### src/rtl/shift_cipher_decryption.sv
// rtl/shift_cipher_decryption.sv - Caesar/Vigenere stream decryptor with windowed modular subtraction
module shift_cipher_decryption #(
    parameter int D_WIDTH    = 8,
    parameter int KEY_CHARS  = 4,
    parameter int ALPHA_BASE = 8'h41,
    parameter int ALPHA_SIZE = 26
) (
    input  logic                           clk,
    input  logic                           rst,
    input  logic [D_WIDTH-1:0]             data_i,
    input  logic                           valid_i,
    input  logic                           msg_start_i,
    input  logic                           mode_i,
    input  logic [D_WIDTH*KEY_CHARS-1:0]   key_i,
    input  logic [$clog2(KEY_CHARS):0]     key_len_i,
    input  logic                           key_load_i,
    output logic                           busy,
    output logic [D_WIDTH-1:0]             data_o,
    output logic                           valid_o
);
    localparam int LW = $clog2(KEY_CHARS) + 1;
    localparam int IW = (KEY_CHARS > 1) ? $clog2(KEY_CHARS) : 1;
    localparam int W1 = D_WIDTH + 1;

    typedef enum logic {IDLE, LOAD} state_t;

    state_t                         state_q, state_d;
    logic [IW-1:0]                  cnt_q;
    logic [IW-1:0]                  idx_q;
    logic                           mode_q, mode_sh_q;
    logic [LW-1:0]                  len_q, len_sh_q;
    logic [D_WIDTH*KEY_CHARS-1:0]   key_sh_q;
    logic [D_WIDTH-1:0]             shift_q [KEY_CHARS];

    logic                           load_start, load_last, accept;
    logic [LW-1:0]                  len_clamped;
    logic [D_WIDTH-1:0]             load_char, load_shift;
    logic                           in_win;
    logic [IW-1:0]                  eff_idx, idx_next;
    logic [LW-1:0]                  eff_plus;
    logic [D_WIDTH-1:0]             s;
    logic [W1-1:0]                  d_ext, r, s_ext, diff;
    logic [D_WIDTH-1:0]             out_char;

    always_ff @(posedge clk or posedge rst) begin
        if (rst) state_q <= IDLE;
        else     state_q <= state_d;
    end

    always_comb begin
        state_d = state_q;
        case (state_q)
            IDLE:    if (key_load_i) state_d = LOAD;
            LOAD:    if (cnt_q == IW'(KEY_CHARS - 1)) state_d = IDLE;
            default: state_d = IDLE;
        endcase
    end

    assign busy       = (state_q == LOAD);
    assign load_start = (state_q == IDLE) && key_load_i;
    assign load_last  = (state_q == LOAD) && (cnt_q == IW'(KEY_CHARS - 1));
    assign accept     = valid_i && (state_q == IDLE);

    always_comb begin
        len_clamped = key_len_i;
        if (key_len_i == '0)
            len_clamped = LW'(1);
        else if (key_len_i > LW'(KEY_CHARS))
            len_clamped = LW'(KEY_CHARS);
    end

    assign load_char  = key_sh_q[cnt_q*D_WIDTH +: D_WIDTH];
    assign load_shift = D_WIDTH'(W1'(load_char) % W1'(ALPHA_SIZE));

    // Windowed subtraction runs one bit wider than a character so no step can overflow.
    always_comb begin
        d_ext    = {1'b0, data_i};
        in_win   = (d_ext >= W1'(ALPHA_BASE)) && (d_ext <= W1'(ALPHA_BASE + ALPHA_SIZE - 1));
        eff_idx  = msg_start_i ? '0 : idx_q;
        s        = mode_q ? shift_q[eff_idx] : shift_q[0];
        s_ext    = {1'b0, s};
        r        = d_ext - W1'(ALPHA_BASE);
        diff     = (r >= s_ext) ? (r - s_ext) : (r - s_ext + W1'(ALPHA_SIZE));
        out_char = in_win ? D_WIDTH'(W1'(ALPHA_BASE) + diff) : data_i;
        eff_plus = LW'(eff_idx) + LW'(1);
        idx_next = (eff_plus >= len_q) ? '0 : IW'(eff_plus);
    end

    always_ff @(posedge clk or posedge rst) begin
        if (rst) begin
            data_o    <= '0;
            valid_o   <= 1'b0;
            cnt_q     <= '0;
            idx_q     <= '0;
            mode_q    <= 1'b0;
            mode_sh_q <= 1'b0;
            len_q     <= LW'(1);
            len_sh_q  <= LW'(1);
            key_sh_q  <= '0;
            for (int i = 0; i < KEY_CHARS; i++) shift_q[i] <= '0;
        end else begin
            valid_o <= 1'b0;
            if (accept) begin
                data_o  <= out_char;
                valid_o <= 1'b1;
                if (mode_q) begin
                    if (in_win)           idx_q <= idx_next;
                    else if (msg_start_i) idx_q <= '0;
                end
            end
            if (load_start) begin
                mode_sh_q <= mode_i;
                len_sh_q  <= len_clamped;
                key_sh_q  <= key_i;
                cnt_q     <= '0;
            end
            if (state_q == LOAD) begin
                shift_q[cnt_q] <= load_shift;
                cnt_q          <= cnt_q + 1'b1;
            end
            // New mode and length only take effect once every shift slot is written.
            if (load_last) begin
                mode_q <= mode_sh_q;
                len_q  <= len_sh_q;
                idx_q  <= '0;
            end
        end
    end
endmodule

### config.mk
export PLATFORM = sky130hd
export DESIGN_NAME = shift_cipher_decryption
export DESIGN_NICKNAME = d
export VERILOG_FILES = /design/src/rtl/shift_cipher_decryption.sv
export SDC_FILE = /design/constraint.sdc
export NUM_CORES = 1
export LEC_CHECK = 0
export BUFFER_PORTS_ARGS = -buffer_cell sky130_fd_sc_hd__buf_2
export CORE_ASPECT_RATIO = 1.25
export CORE_MARGIN = 2
export CORE_UTILIZATION = 54
export CTS_CLUSTER_SIZE = 20
export DETAILED_ROUTE_END_ITERATION = 8
export PLACE_DENSITY = 0.84
export SLEW_MARGIN = 25
export SYNTH_ARGS = -nofsm -noshare
export SYNTH_HDL_FRONTEND = slang
export SYNTH_SLANG_ARGS = --single-unit
### constraint.sdc
create_clock -name clk -period 5.1 [get_ports clk]
set_clock_uncertainty 0.05 [all_clocks]
set_input_delay 0.51 -clock clk [delete_from_list [all_inputs] [get_ports clk]]
set_output_delay 0.51 -clock clk [all_outputs]
set_load 0.1 [all_outputs]
After elaboration in Yosys (flattened, before gate mapping). Index checks and enable logic that the tools add are counted.

Bitwise gates (word level): 3. Add/sub/neg operators: 6. Muxes and demuxes: 23. $lt $le $gt $ge: 8. Divide/modulo/power cells: 1. Multipliers: 0. Shifts and indexed selects: 1. Reductions and logical operators: 10. Equality and inequality tests: 1.

Operators with widths (count): 2-to-1 mux 8 bit (6); bitwise mux 32 bit (1); variable part select 32 x 6 -> 8 bit (1); binary-select mux 8 bit (select 2 bit) (1); demux 8 bit (select 2 bit) (1); 2-to-1 mux 2 bit (8); >= comparator 9 x 8 -> 1 bit (1); remainder unit 8 x 5 -> 9 bit, second input constant (1); subtractor 8 x 7 -> 9 bit, second input constant (1); adder 7 x 8 -> 8 bit, first input constant (1); adder 8 x 5 -> 8 bit, second input constant (1); >= comparator 8 x 7 -> 1 bit, second input constant (1); less-or-equal comparator 8 x 7 -> 1 bit, second input constant (1); subtractor 8 bit (1); >= comparator 3 bit, second input constant (2); 2-to-1 mux 3 bit (2); NOT 2 -> 3 bit (2); nonzero test 2 bit (3); logical AND 1 bit (5); adder 2 x 1 -> 3 bit, second input constant (1); >= comparator 3 bit (1); > comparator 3 bit, second input constant (1); logical NOT 3 bit (1); < comparator 3 x 1 -> 1 bit, second input constant (1); other kinds (6) (8).

Register bits after elaboration: 86. ROM bits: 0. Latch bits: 0. Output and inout port bits: 10. Input port bits: 49. Memories kept: 0. Bits in writable memories: 0.

Depth between registers and ports, before layout.
Word-level depth: 11. Mapped depth: 22.

Worst setup path after synthesis. OpenSTA, ideal clock, no wires.

Path type: flip-flop to flip-flop. From: reg cnt_q[0]. To: reg shift_q[10] (netlist name). Setup time: 75 ps. Cell stages (with the launch flop): 22. Setup slack: 25 ps. Clock period less this slack: 5075 ps. Arrival: 4950 ps. Buffers on the path: 2. Cell sequence: dfrtp_1 buf_6 mux4_2 ha_1 o211a_2 xnor2_4 inv_2 ha_1 nor2_1 a211oi_1 a211o_1 buf_4 o21ai_2 o21ai_1 xnor2_1 ha_1 o21ai_0 nor4_4 a211oi_4 and2_4 mux2_4 o21ai_2.

Longest elaborated chain between the ends: 6.

Ends and longest elaborated chain: from (decl) (line 28) `logic [IW-1:0] cnt_q;`; from (signal assigned) (line 119) `cnt_q <= cnt_q + 1'b1;`; branches (longest 5 deep; another with remainder unit 8 x 5 -> 9 bit); bitwise mux 32 bit (*) (line 118) `shift_q[cnt_q] <= load_shift;`; to (signal, indexed assignment) (line 118); to (decl) (line 33) `logic [D_WIDTH-1:0] shift_q [KEY_CHARS];`.

Mark *: on every way between the ends. A chain may end at the register's enable or synchronous reset.

Final worst setup path. Same ends and word-level chain as after synthesis.

==> results.cfg <==
[status]
outcome = completed

[placed_design]
port_buffers = 58
place_congestion = 0.9663
dp_hpwl_mm = 9.691
place_ws_ps = 50.55

[global_routing]
grt_max_degree = 87
grt_pass1_wl_mm = 21.82
grt-ovfl-total = 0
antenna_found_initial = 0
grt_pass1_vias = 4875
gr-usage-all-layers_pct = 24.43

[route]
drt_iter0_drc = 208
vias = 4693
drcViolationCount = 0
vias_per_cell = 5.852
wl_per_cell_um = 16.25
firstDrtPassIters = 5
antenna_left = 0
wl_mm = 13.04

[setup_path]
reg2reg_from = cnt_q[0]$_DFFE_PP0P_
worstPathMaxFanout = 8
worstReg2RegEnd = shift_q[10]$_DFFE_PP0P_
cp-end-kind = flip-flop
worstPathRequired_ps = 5310
criticalPathCategory = flip-flop to flip-flop
crit_arrival_ps = 5100
worst-r2r-cell-count = 20
startpoint_type = flip-flop
reg2reg_slack_ps = 210

[yosys]
synth_cell_types = 76
ys_ff_latch = 86
synth_seq_area_share_pct = 38.70
syn_inst = 612
syn_nets = 688
synth_top_area_share_pct = 37.75
yosys_warnings = 0
synth_area_leaders = dfrtp_1 (38%), nand2_1 (10%), ha_1 (5.8%), mux4_2 (3.2%), o21ai_0 (2.9%)
ys.flop_type = dfrtp_1
synth_edf_count = 0
synth.most_common_cell = nand2_1
avgSynthCellArea_um2 = 9.098
netlist_top_cells_count = nand2_1 (150), dfrtp_1 (84), o21ai_0 (32)
synth_area_leader_cell = dfrtp_1
async_flop_share_pct = 100.0
syn_area_um2 = 5568

[clock_network]
h-tree-depth = 3
cts_tree = built
clock_latency_ps = 340
clk_pin_slew_ps = 60
cts_made_buffers = 9
cts-root-buf = clkbuf_16
clock_sinks = 86
clock_path_buffers = 2

[cells_and_area]
area_growth_pct = 14.43
num_antenna_cells = 0
nNetsFinal = 744
post-route-util_pct = 63.36
fillers = 811
drive_above_1_share_pct = 21.84

[worst_hold_path]
hp-class = primary input to flip-flop
holdPathStages = 2
worstHoldStart = key_len_i[2]
hold_end = len_sh_q[0]$_DFFE_PP1P_

[job]
drv_cap = 0

[die]
start_util_pct = 55.38
std_cell_rows = 41
io_pins = 59
die_h_um = 117.5
core_um2 = 10050
die_w_um = 94.82
die_area_um2 = 11140

[timing]
worst_pin_slew_ps = 767.0
clock.fmax_mhz = 204.6
worst_slack_ps = 211.3
maxSlewHeadroom_pct = 48.87
slew_viol_final = 0
period_share_pct = 95.86
fin_tns_setup_ps = 0
period_minus_slack_ps = 4889
setup_viol_count_final = 0
hold_viol_final = 0
[critical path, cell delays in order, from the launching register on]
cell and delay, ps:
dfrtp_1 430, mux4_2 590, inv_1 120, ha_2 230
o211a_2 250, xnor2_4 140, inv_2 100, ha_1 270
nor2_2 200, a21oi_1 90, o211a_1 280, nor3_2 220
o21ai_2 110, xnor2_1 180, ha_1 240, o21ai_2 180
nor4_4 60, a211oi_4 340, and2_4 250, mux2_4 340
o21ai_2 130
[sequential cells by signal, indices dropped and copies added, names as in the netlist]
signal	cells
len_sh_q	3
key_sh_q	32
mode_q	1
mode_sh_q	1
idx_q	2
len_q	3
shift_q	32
cnt_q	2
busy	1
data_o	8
valid_o	1
[per-layer routing]
metal  vias to the layer above  part of all wire (%)  global-route usage, %
met3                        44                   4.1                  5.378
li1                       2258                     -                      -
met1                      2265                    39                  27.91
met5                         -                     0                      0
met2                       126                    53                  42.95
met4                         0                   3.6                  10.69
[layout by cell type, fill, tap and decap left out, types with 4 or more instances in the layout]
cell and count:
nor2_1 22, buf_4 13, nand2_1 149, o21ai_2 7, a21o_1 4, dfrtp_1 84
o211ai_1 4, xor2_1 11, nor2b_1 11, buf_2 58, a31oi_1 8, mux2_1 8
or3_1 5, nand2b_1 4, nor3_1 11, a22oi_1 7, inv_1 22, xnor2_1 18
a22o_1 7, a21oi_1 26, nand4_1 4, o21ai_0 30, ha_1 25, nand3_1 7
mux4_2 8, mux2_2 14, clkbuf_16 9, a211o_1 4, o21ai_1 10
[worst max-delay path by stage]
stage	startpoint	end	slack, ps
after global placement	cnt_q[0]$_DFFE_PP0P_	shift_q[18]$_DFFE_PP0P_	220
after CTS	cnt_q[0]$_DFFE_PP0P_	shift_q[10]$_DFFE_PP0P_	10
after detailed placement	cnt_q[0]$_DFFE_PP0P_	shift_q[10]$_DFFE_PP0P_	50
final	cnt_q[0]$_DFFE_PP0P_	shift_q[10]$_DFFE_PP0P_	210
after floorplan	cnt_q[0]$_DFFE_PP0P_	shift_q[10]$_DFFE_PP0P_	30
after global routing	cnt_q[0]$_DFFE_PP0P_	shift_q[10]$_DFFE_PP0P_	-50
[area by class of cell]
class / count / area, µm² / area share, %
timing repair buffer: 72 / 399.1 / 6.265
clock buffer: 11 / 242.7 / 3.810
inverter: 26 / 98.84 / 1.551
clock inverter: 5 / 81.33 / 1.277
multi-input combinational: 473 / 3233 / 50.75
sequential: 86 / 2155 / 33.82
tap: 129 / 161.4 / 2.533
[logic make-up (layout without fill, tap and decap cells)]
group | Yosys count | after routing | share of synthesized area [%]
muxes | 35 | 35 | 8.741
DFF | 86 | 86 | 38.70
AOI/OAI and AO/OA | 143 | 143 | 17.98
xor gates and xnor gates | 30 | 30 | 5.056
adders and majority gates | 27 | 27 | 6.202
and+or+nand+nor | 238 | 238 | 19.51
buffers and inverters | 53 | 114 | 3.820
[what timing repair did]
action                                  in CTS  in global routing
setup buffers                                0                  3
gates resized for setup                      0                  7
endpoints found under the setup margin       0                 28
hold buffers                                 0                  0
[metrics by stage]
| step | instances | hold slack, ps | cell area (µm²) |
|---|---|---|---|
| 6_report | 802 | 298.9 | 6371 |
| 5_1_grt | 802 | 294.0 | 6371 |
| 3_3_place_gp | 783 | 402.8 | 5991 |
| 4_1_cts | 799 | 289.5 | 6322 |
| 3_5_place_dp | 783 | 406.9 | 5998 |
| 2_1_floorplan | 612 | 390.3 | 5568 |
Power is not shown: default switching activity piles up to over one toggle a cycle in this logic, so the estimate is an artifact.
